$ cat src/rtl/vga_pattern_pkg.sv
// vga_pattern_pkg: mode encodings, bar palette and colour helpers shared by the VGA pattern generator.
package vga_pattern_pkg;

    localparam logic [2:0] PAT_BARS   = 3'd0;
    localparam logic [2:0] PAT_CHECK  = 3'd1;
    localparam logic [2:0] PAT_GRAD   = 3'd2;
    localparam logic [2:0] PAT_SOLID  = 3'd3;
    localparam logic [2:0] PAT_BORDER = 3'd4;

    typedef enum logic {
        TRK_SYNC,
        TRK_RUN
    } trk_state_e;

    // Entry 0 is the rightmost element: FFF,CCC,888,000,F00,800,FF0,880,0F0,080,0FF,088,00F,008,F0F,808
    localparam logic [15:0][11:0] PALETTE = {
        12'h808, 12'hF0F, 12'h008, 12'h00F,
        12'h088, 12'h0FF, 12'h080, 12'h0F0,
        12'h880, 12'hFF0, 12'h800, 12'hF00,
        12'h000, 12'h888, 12'hCCC, 12'hFFF
    };

    // Left-aligned 8-bit replication; callers keep the top COLOR_DEPTH bits.
    function automatic logic [7:0] widen_nibble(input logic [3:0] n);
        return {n, n};
    endfunction

endpackage

$ cat src/rtl/vga_pixel_tracker.sv
// vga_pixel_tracker: pixel X/Y and frame counters plus the SYNC/RUN lock-on to the frame boundary.
module vga_pixel_tracker
    import vga_pattern_pkg::*;
#(
    parameter int RES_W = 12
) (
    input  logic             pxl_clk,
    input  logic             pxl_rst,
    input  logic             vert_active,
    input  logic             frame_active,
    output logic [RES_W-1:0] x,
    output logic [RES_W-1:0] y,
    output logic [7:0]       frame_cnt,
    output logic             sof_pulse,
    output logic             in_run
);

    trk_state_e       state_q, state_d;
    logic             vert_q, fa_q;
    logic [RES_W-1:0] x_q, x_d, y_q, y_d;
    logic [7:0]       fc_q, fc_d;
    logic             vert_fall, fa_fall, cnt_en;

    assign vert_fall = vert_q & ~vert_active;
    assign fa_fall   = fa_q & ~frame_active;
    // The boundary that leaves SYNC already counts as the first frame edge.
    assign cnt_en    = (state_q == TRK_RUN) | vert_fall;

    always_ff @(posedge pxl_clk) begin
        if (pxl_rst) begin
            state_q <= TRK_SYNC;
            vert_q  <= 1'b0;
            fa_q    <= 1'b0;
            x_q     <= '0;
            y_q     <= '0;
            fc_q    <= '0;
        end else begin
            state_q <= state_d;
            vert_q  <= vert_active;
            fa_q    <= frame_active;
            x_q     <= x_d;
            y_q     <= y_d;
            fc_q    <= fc_d;
        end
    end

    always_comb begin
        state_d = (state_q == TRK_SYNC && vert_fall) ? TRK_RUN : state_q;
        x_d     = (cnt_en && frame_active) ? x_q + 1'b1 : '0;
        y_d     = (!cnt_en || vert_fall) ? '0 : fa_fall ? y_q + 1'b1 : y_q;
        fc_d    = !cnt_en ? '0 : vert_fall ? fc_q + 8'd1 : fc_q;
    end

    assign x         = x_q;
    assign y         = y_q;
    assign frame_cnt = fc_q;
    assign sof_pulse = vert_fall;
    assign in_run    = state_q == TRK_RUN;

endmodule

$ cat src/rtl/vga_pattern_gen.sv
// vga_pattern_gen: multi-mode VGA test pattern generator with one registered pixel of latency.
module vga_pattern_gen
    import vga_pattern_pkg::*;
#(
    parameter int COLOR_DEPTH = 4,
    parameter int RES_W       = 12,
    parameter int BAR_LOG2    = 4,
    parameter int CHECK_LOG2  = 5
) (
    input  logic                     pxl_clk,
    input  logic                     pxl_rst,
    input  logic [RES_W-1:0]         horz_res,
    input  logic [RES_W-1:0]         vert_res,
    input  logic                     horz_active,
    input  logic                     vert_active,
    input  logic                     frame_active,
    input  logic [2:0]               pattern_sel,
    input  logic [3*COLOR_DEPTH-1:0] solid_rgb,
    output logic [COLOR_DEPTH-1:0]   rgb_red,
    output logic [COLOR_DEPTH-1:0]   rgb_green,
    output logic [COLOR_DEPTH-1:0]   rgb_blue,
    output logic                     rgb_valid
);

    localparam int CW = 3 * COLOR_DEPTH;

    logic [RES_W-1:0]    x, y, bar_w, bar_cnt_q, bar_cnt_d;
    logic [7:0]          frame_cnt;
    logic                sof_pulse, in_run, pix_on, bar_end, border;
    logic [BAR_LOG2-1:0] bar_idx_q, bar_idx_d;
    logic [3:0]          pal_idx;
    logic [11:0]         pal;
    logic [7:0]          wr, wg, wb;
    logic [2:0]          mode_q, mode_d;
    logic [CW-1:0]       solid_q, solid_d, rgb_q, rgb_d;
    logic                valid_q, valid_d;
    logic                unused_inputs;

    vga_pixel_tracker #(.RES_W(RES_W)) u_tracker (
        .pxl_clk      (pxl_clk),
        .pxl_rst      (pxl_rst),
        .vert_active  (vert_active),
        .frame_active (frame_active),
        .x            (x),
        .y            (y),
        .frame_cnt    (frame_cnt),
        .sof_pulse    (sof_pulse),
        .in_run       (in_run)
    );

    assign unused_inputs = ^{horz_active, frame_cnt};

    assign pix_on  = in_run & frame_active;
    assign bar_w   = horz_res >> BAR_LOG2;
    assign bar_end = bar_cnt_q == bar_w - 1'b1;
    // A zero bar width would underflow the compare, so the whole line stays on entry 0.
    assign pal_idx = (bar_w == '0) ? 4'd0 : 4'(bar_idx_q) << (4 - BAR_LOG2);
    assign pal     = PALETTE[pal_idx];
    assign wr      = widen_nibble(pal[11:8]);
    assign wg      = widen_nibble(pal[7:4]);
    assign wb      = widen_nibble(pal[3:0]);
    assign border  = x == '0 || x == horz_res - 1'b1 || y == '0 || y == vert_res - 1'b1;

    always_comb begin
        bar_cnt_d = '0;
        bar_idx_d = '0;
        if (pix_on) begin
            bar_cnt_d = bar_end ? '0 : bar_cnt_q + 1'b1;
            bar_idx_d = (bar_end && bar_idx_q != '1) ? bar_idx_q + 1'b1 : bar_idx_q;
        end
    end

    always_comb begin
        mode_d  = sof_pulse ? pattern_sel : mode_q;
        solid_d = sof_pulse ? solid_rgb : solid_q;
        valid_d = pix_on;
        rgb_d   = '0;
        if (pix_on) begin
            if (mode_q == PAT_BARS)
                rgb_d = {wr[7 -: COLOR_DEPTH], wg[7 -: COLOR_DEPTH], wb[7 -: COLOR_DEPTH]};
            else if (mode_q == PAT_CHECK)
                rgb_d = {CW{~(x[CHECK_LOG2] ^ y[CHECK_LOG2])}};
            else if (mode_q == PAT_GRAD)
                rgb_d = {x[COLOR_DEPTH+1:2], y[COLOR_DEPTH+1:2], frame_cnt[7 -: COLOR_DEPTH]};
            else if (mode_q == PAT_SOLID)
                rgb_d = solid_q;
            else if (mode_q == PAT_BORDER)
                rgb_d = {CW{border}};
        end
    end

    always_ff @(posedge pxl_clk) begin
        if (pxl_rst) begin
            bar_cnt_q <= '0;
            bar_idx_q <= '0;
            mode_q    <= PAT_BARS;
            solid_q   <= '0;
            rgb_q     <= '0;
            valid_q   <= 1'b0;
        end else begin
            bar_cnt_q <= bar_cnt_d;
            bar_idx_q <= bar_idx_d;
            mode_q    <= mode_d;
            solid_q   <= solid_d;
            rgb_q     <= rgb_d;
            valid_q   <= valid_d;
        end
    end

    assign {rgb_red, rgb_green, rgb_blue} = rgb_q;
    assign rgb_valid = valid_q;

endmodule

$ cat config.mk
export PLATFORM = sky130hd
export DESIGN_NAME = vga_pattern_gen
export DESIGN_NICKNAME = d
export VERILOG_FILES = /design/src/rtl/vga_pattern_pkg.sv /design/src/rtl/vga_pixel_tracker.sv /design/src/rtl/vga_pattern_gen.sv
export SDC_FILE = /design/constraint.sdc
export NUM_CORES = 1
export LEC_CHECK = 0
export BUFFER_PORTS_ARGS = -buffer_cell sky130_fd_sc_hd__buf_4
export CAP_MARGIN = 5
export CORE_MARGIN = 4
export CORE_UTILIZATION = 63
export DETAILED_ROUTE_END_ITERATION = 10
export PLACE_DENSITY = 0.92
export SLEW_MARGIN = 20
export SYNTH_ARGS = -nofsm -noshare
export SYNTH_HDL_FRONTEND = slang
export SYNTH_SLANG_ARGS = --single-unit
$ cat constraint.sdc
create_clock -name pxl_clk -period 4.25 [get_ports pxl_clk]
set_clock_uncertainty 0.05 [all_clocks]
set_input_delay 0.425 -clock pxl_clk [delete_from_list [all_inputs] [get_ports pxl_clk]]
set_output_delay 0.425 -clock pxl_clk [all_outputs]
set_load 0.02 [all_outputs]
---- Yosys cells after proc, flatten, opt, wreduce, memory -nomap -nowiden ----
Memories as Yosys holds them, arrays and structs flattened.
Index checks and enable logic that the tools add are counted.
Widths: inputs -> output; s select.
cells by class
  add/subtract/negate cells ............... 8
  $lt $le $gt $ge ......................... 1
  equality and inequality tests ........... 8
  multiplexer cells ....................... 7
  bitwise gates (word level) .............. 12
  reduce and logical (&&, ||, !) cells .... 17
operator list
  operator               number
  $mux 12                6
  $add 12x1->12 const B  3
  $eq 12x12->1           3
  $logic_not 12->1       3
  $sub 12x1->12 const B  2
  $sub 8x1->9 const B    1
  $add 8x1->8 const B    1
  $reduce_or 2->1        4
  $not 1->1              7
  $eq 3x2->1 const B     2
  $lt 4x5->1 const B     1
  $add 4x1->4 const B    1
  $logic_or 1x1->1       4
  $mux 4                 1
  $ne 4x4->1 const B     1
  $and 1x1->1            3
  $eq 3x1->1 const B     1
  $eq 3x3->1 const B     1
  $logic_and 1x1->1      3
  $logic_not 3->1        1
  $reduce_or 3->1        1
  $logic_not 1->1        1
  $or 1x1->1             1
  $xor 1x1->1            1
storage, ports and cells
  flip-flop bits (word level) ............. 79
  memory bits (read-only) ................. 192
  output and inout bits ................... 13
  word-level logic and storage cells ...... 66
  memories kept ........................... 1
memories
  name             words  width  rd ports  clocked after memory_dff  wr ports  RTL line               source
  (no name shown)  16     12     1         0                         0         vga_pattern_gen.sv:58  assign pal = PALETTE[pal_idx];

---- Longest topological paths before layout ----
  word-level depth ........................ 10
  gate-level depth with buffers ........... 11
  gate-level depth less buffers ........... 8

---- Hierarchy ----
A second synthesis with hierarchy kept.
unflattened totals
  cell total of the unflattened synthesis .. 563
  area, all modules ....................... 4606.9 µm²
by module, submodules not included
  module             times used  cells an instance  area an instance (µm²)
  vga_pattern_gen    1           389                3045.4
  vga_pixel_tracker  1           174                1561.5

---- Worst setup path after synthesis ----
OpenSTA, ideal clock, no wires.
  path type ............................... input to register
  from .................................... input port horz_res[4]
  to ...................................... register rgb_q[10]
  library setup time ...................... 0.070 ns
  data arrival time ....................... 2.429 ns
  required time ........................... 4.130 ns
  setup slack ............................. 1.701 ns
  stages on the path ...................... 11
  cell sequence ........................... buf_4 inv_1 ha_1 buf_2 nor3b_2 nand2_1 a311o_1 a2111oi_1 a41oi_1 buf_2 a21oi_1
between the ends
  word-level cells in the longest chain between the ends .. 10
  elaborated cells on any way between the ends .. 14
  those cells by class .................... 1 x add/sub; 1 x eq/ne; 7 x mux; 4 x reduce/logical; 1 x memory
RTL lines
  element                         RTL line                source
  start: declaration              vga_pattern_gen.sv:12   input logic [RES_W-1:0] horz_res,
  $sub 12x1->12                   vga_pattern_gen.sv:62   assign border = x == '0 || x == horz_res - 1'b1 || y == '0 || y == vert_res - 1'b1;
  $eq 12x12->1                    vga_pattern_gen.sv:62
  $logic_or 1x1->1 (3 in series)  vga_pattern_gen.sv:62
  $mux 12                         vga_pattern_gen.sv:87   else if (mode_q == PAT_BORDER)
  $mux 12                         vga_pattern_gen.sv:85   else if (mode_q == PAT_SOLID)
  $mux 12                         vga_pattern_gen.sv:83   else if (mode_q == PAT_GRAD)
  $mux 12                         vga_pattern_gen.sv:81   else if (mode_q == PAT_CHECK)
  $mux 12 (*)                     vga_pattern_gen.sv:79   if (mode_q == PAT_BARS)
  end signal: assignment          vga_pattern_gen.sv:105  rgb_q <= rgb_d;
  end: declaration                vga_pattern_gen.sv:35   logic [CW-1:0] solid_q, solid_d, rgb_q, rgb_d;
Mark *: on every way between the ends. The rest lies on a longest branch, timed or not. The select of a mux whose other input is x is not followed.
A chain may end at the register's enable or synchronous reset.

---- Worst setup path after layout ----
  from .................................... input port horz_res[4]
  to ...................................... register rgb_q[4]
The elaborated chain is that of the path after synthesis.

==> metrics.txt <==
Sequential cell area about 1600 µm²; count of state elements after synthesis between 70 and 80; Worst IR Drop VDD roughly 0.00023 V; Setup Crit Path Kind in -> reg; worst-case clock buffer depth 2; Core Region 6980 µm²; Root Buffer clkbuf_8; met1 Use GR between 30% and 40%; fin util 75.1%; Hold Buf Count CTS 0; Max FO, Critical Path 12; # IOs 57; met2 track demand over resource between 40% and 50%; Worst R2R Start u_tracker.x[11]; CP Capture Type flip-flop; TritonRoute pass-1 iters 5; setup ws final 1.33 ns; maximum clock frequency 342 MHz; fraction of layout cells with a size suffix above 1 between 10% and 20%; Via Count 4425; Yosys warnings 0; fillers 494; largest net degree at the start of global routing 23; clock sinks 79; Die X 93.7 µm; status completed; flop2flop setup slack between 1.5 and 2 ns; WL per Instance 15.9 µm; WL final 11500 µm; Place WS around 1.0 ns; # rows 30; crit path from horz_res[4]; Static Leak 1.95 nW; number of H-tree levels 3; grt met3 use 5.61%; I/O Buffers 55; clock latency on the worst-skew pair 0.36 ns; cell area after layout approximately 5200 µm²; post-route ant nets 0; vias in the first global route about 4000; WP data required approximately 4.5 ns; CTS Buf Count 9; Synthesized Nets 640; drt via density 6.10; post-synth top area cell dfxtp_1; # DRC 0; first-pass GRT wire length 18800 µm; GRT overflow 0; EDFF count, synth 0; distinct cell type count after synthesis 61; share of Yosys cell area claimed by the top area cell type between 30% and 40%; Fin. Hold Viols 0; Worst Setup EP rgb_q[4]; Max Slew Vio Count 0; post-CTS resize count 0; hpwl dp 8290 µm; Tot GR Track Use roughly a quarter; Tmin final 2.92 ns; area of the multi-input gates between 2000 and 3000 µm²; Arr. time, crit path 3.15 ns; CTS tree yes; Main synth FF type dfxtp_1; final net count 678; sequential element share of the synthesized area 34.2%; most frequent cell after synthesis dfxtp_1; worst hold slack 0.257 ns; die height between 90 and 100 µm; DRT iter0 DRCs 342; P&R area growth vs syn 13.2%; Setup crit start kind primary input; CTS clk-pin slew, worst paths 0.09 ns; top cells by count, synth dfxtp_1 (79), nand2_1 (69), nor2_1 (59); post-CTS setup buffer count 0; DP Area 5040 µm²; total power divided by cell area 284 nW/µm²; gpl congestion between 0.9 and 1; # setup viols final 0; Initial Util between 60% and 70%; worst relative slew slack 32.2%; initial antenna violation count 0; n_diodes 0; R2R depth 6; busiest grt layer met2; Setup TNS Final 0 ns; ys async rst share 0%; Syn Inst Count between 500 and 600; RSZ-0062 raised after global routing false; crit share post-route 68.8%; MaxCap Viol Count 0; top post-synthesis cells by area dfxtp_1 (34%), xor2_1 (7.4%), xnor2_1 (6.4%); worst min-delay path category in -> reg; Die Area between 8000 and 9000 µm²; Cell Area, Synth roughly 4600 µm²; Slew @ Worst Pin 1.00 ns; Avg Cell Area, Syn 7.90 µm²; reg2reg end rgb_q[4]
-- registers in the layout (all words and copies together) (netlist names) --
signal	cells
bar_cnt_q	12
bar_idx_q	4
mode_q	3
rgb_q	12
rgb_valid	1
solid_q	12
u_tracker.fa_q	1
u_tracker.frame_cnt	8
u_tracker.in_run	1
u_tracker.vert_q	1
u_tracker.x	12
u_tracker.y	12
-- layout by cell type (no fill, tap or decap), types with 3 or more instances in the layout --
cell      Yosys  final
a211oi_1      7      7
a21oi_1      57     57
a31oi_1       3      3
and2_1        5      5
and3_1       14     14
buf_4         2     57
clkbuf_8      0      9
dfxtp_1      79     79
ha_1         10     10
inv_1        20     20
inv_6         0      3
mux2i_1       5      5
nand2_1      69     69
nand2b_1     11     11
nand3_1      23     23
nand3b_1      4      4
nand4_1      13     13
nor2_1       59     59
nor2b_1       6      6
nor3_1        6      6
nor3b_1       3      3
nor4_1        6      6
o211ai_1      8      8
o21ai_0      27     27
or3_1         4      4
xnor2_1      34     34
xor2_1       39     39
-- worst max-delay path: stages --
cell and delay (ns):
buf_4 0.15, inv_1 0.07, ha_1 0.37, nor3b_2 0.37, nand2_1 0.09, a311o_1 0.35, a2111oi_1 0.41, a41oi_1 0.54
a211oi_1 0.37
-- metal layers --
layer | routed length [µm] | up-vias
li1 | - | 2121
met1 | 4710 | 2045
met2 | 5620 | 224
met3 | 820 | 35
met4 | 366 | 0
met5 | 0 | -
-- cells by family after synthesis --
family / Yosys count / synth area share (%)
buf+inv: 51 / 4.70
xor+xnor: 73 / 13.8
compound gates: 128 / 17.3
simple gates: 240 / 26.3
mux: 5 / 1.08
flops: 79 / 34.2
fa+ha+maj: 10 / 2.70
-- metrics by stage --
stage / power (W) / instances
after floorplan: 0.000859 / 586
after global placement: 0.000912 / 709
after detailed placement: 0.000918 / 709
after CTS: 0.00149 / 725
after global routing: 0.00154 / 725
final: 0.00149 / 725
-- power by group --
| part | total [W] | internal (W) | switching, W |
|---|---|---|---|
| clock | 0.000582 | 0.000280 | 0.000302 |
| combinational | 0.000150 | 0.0000672 | 0.0000825 |
| sequential | 0.000755 | 0.000748 | 0.00000743 |
-- worst min path at each step --
stage                      startpoint               end  slack (ns)  cells after the start
after CTS                 vert_active  u_tracker.vert_q        0.24                      2
after global placement     solid_q[2]        solid_q[2]        0.40                      2
after detailed placement  solid_q[11]       solid_q[11]        0.40                      2
after global routing      vert_active  u_tracker.vert_q        0.25                      2
after floorplan            solid_q[7]        solid_q[7]        0.39                      2
final                     vert_active  u_tracker.vert_q        0.26                      2
-- layout make-up --
cell class	instances	share of cell area, %
Tap cell	96	2.29
Timing Repair Buffer	57	8.16
Multi-Input combinational cell	456	54.0
Clock inverter	7	1.48
Sequential cell	79	30.2
Clock buffer	9	2.36
Inverter	21	1.50
Note: power is estimated with default switching activity, not from simulation.
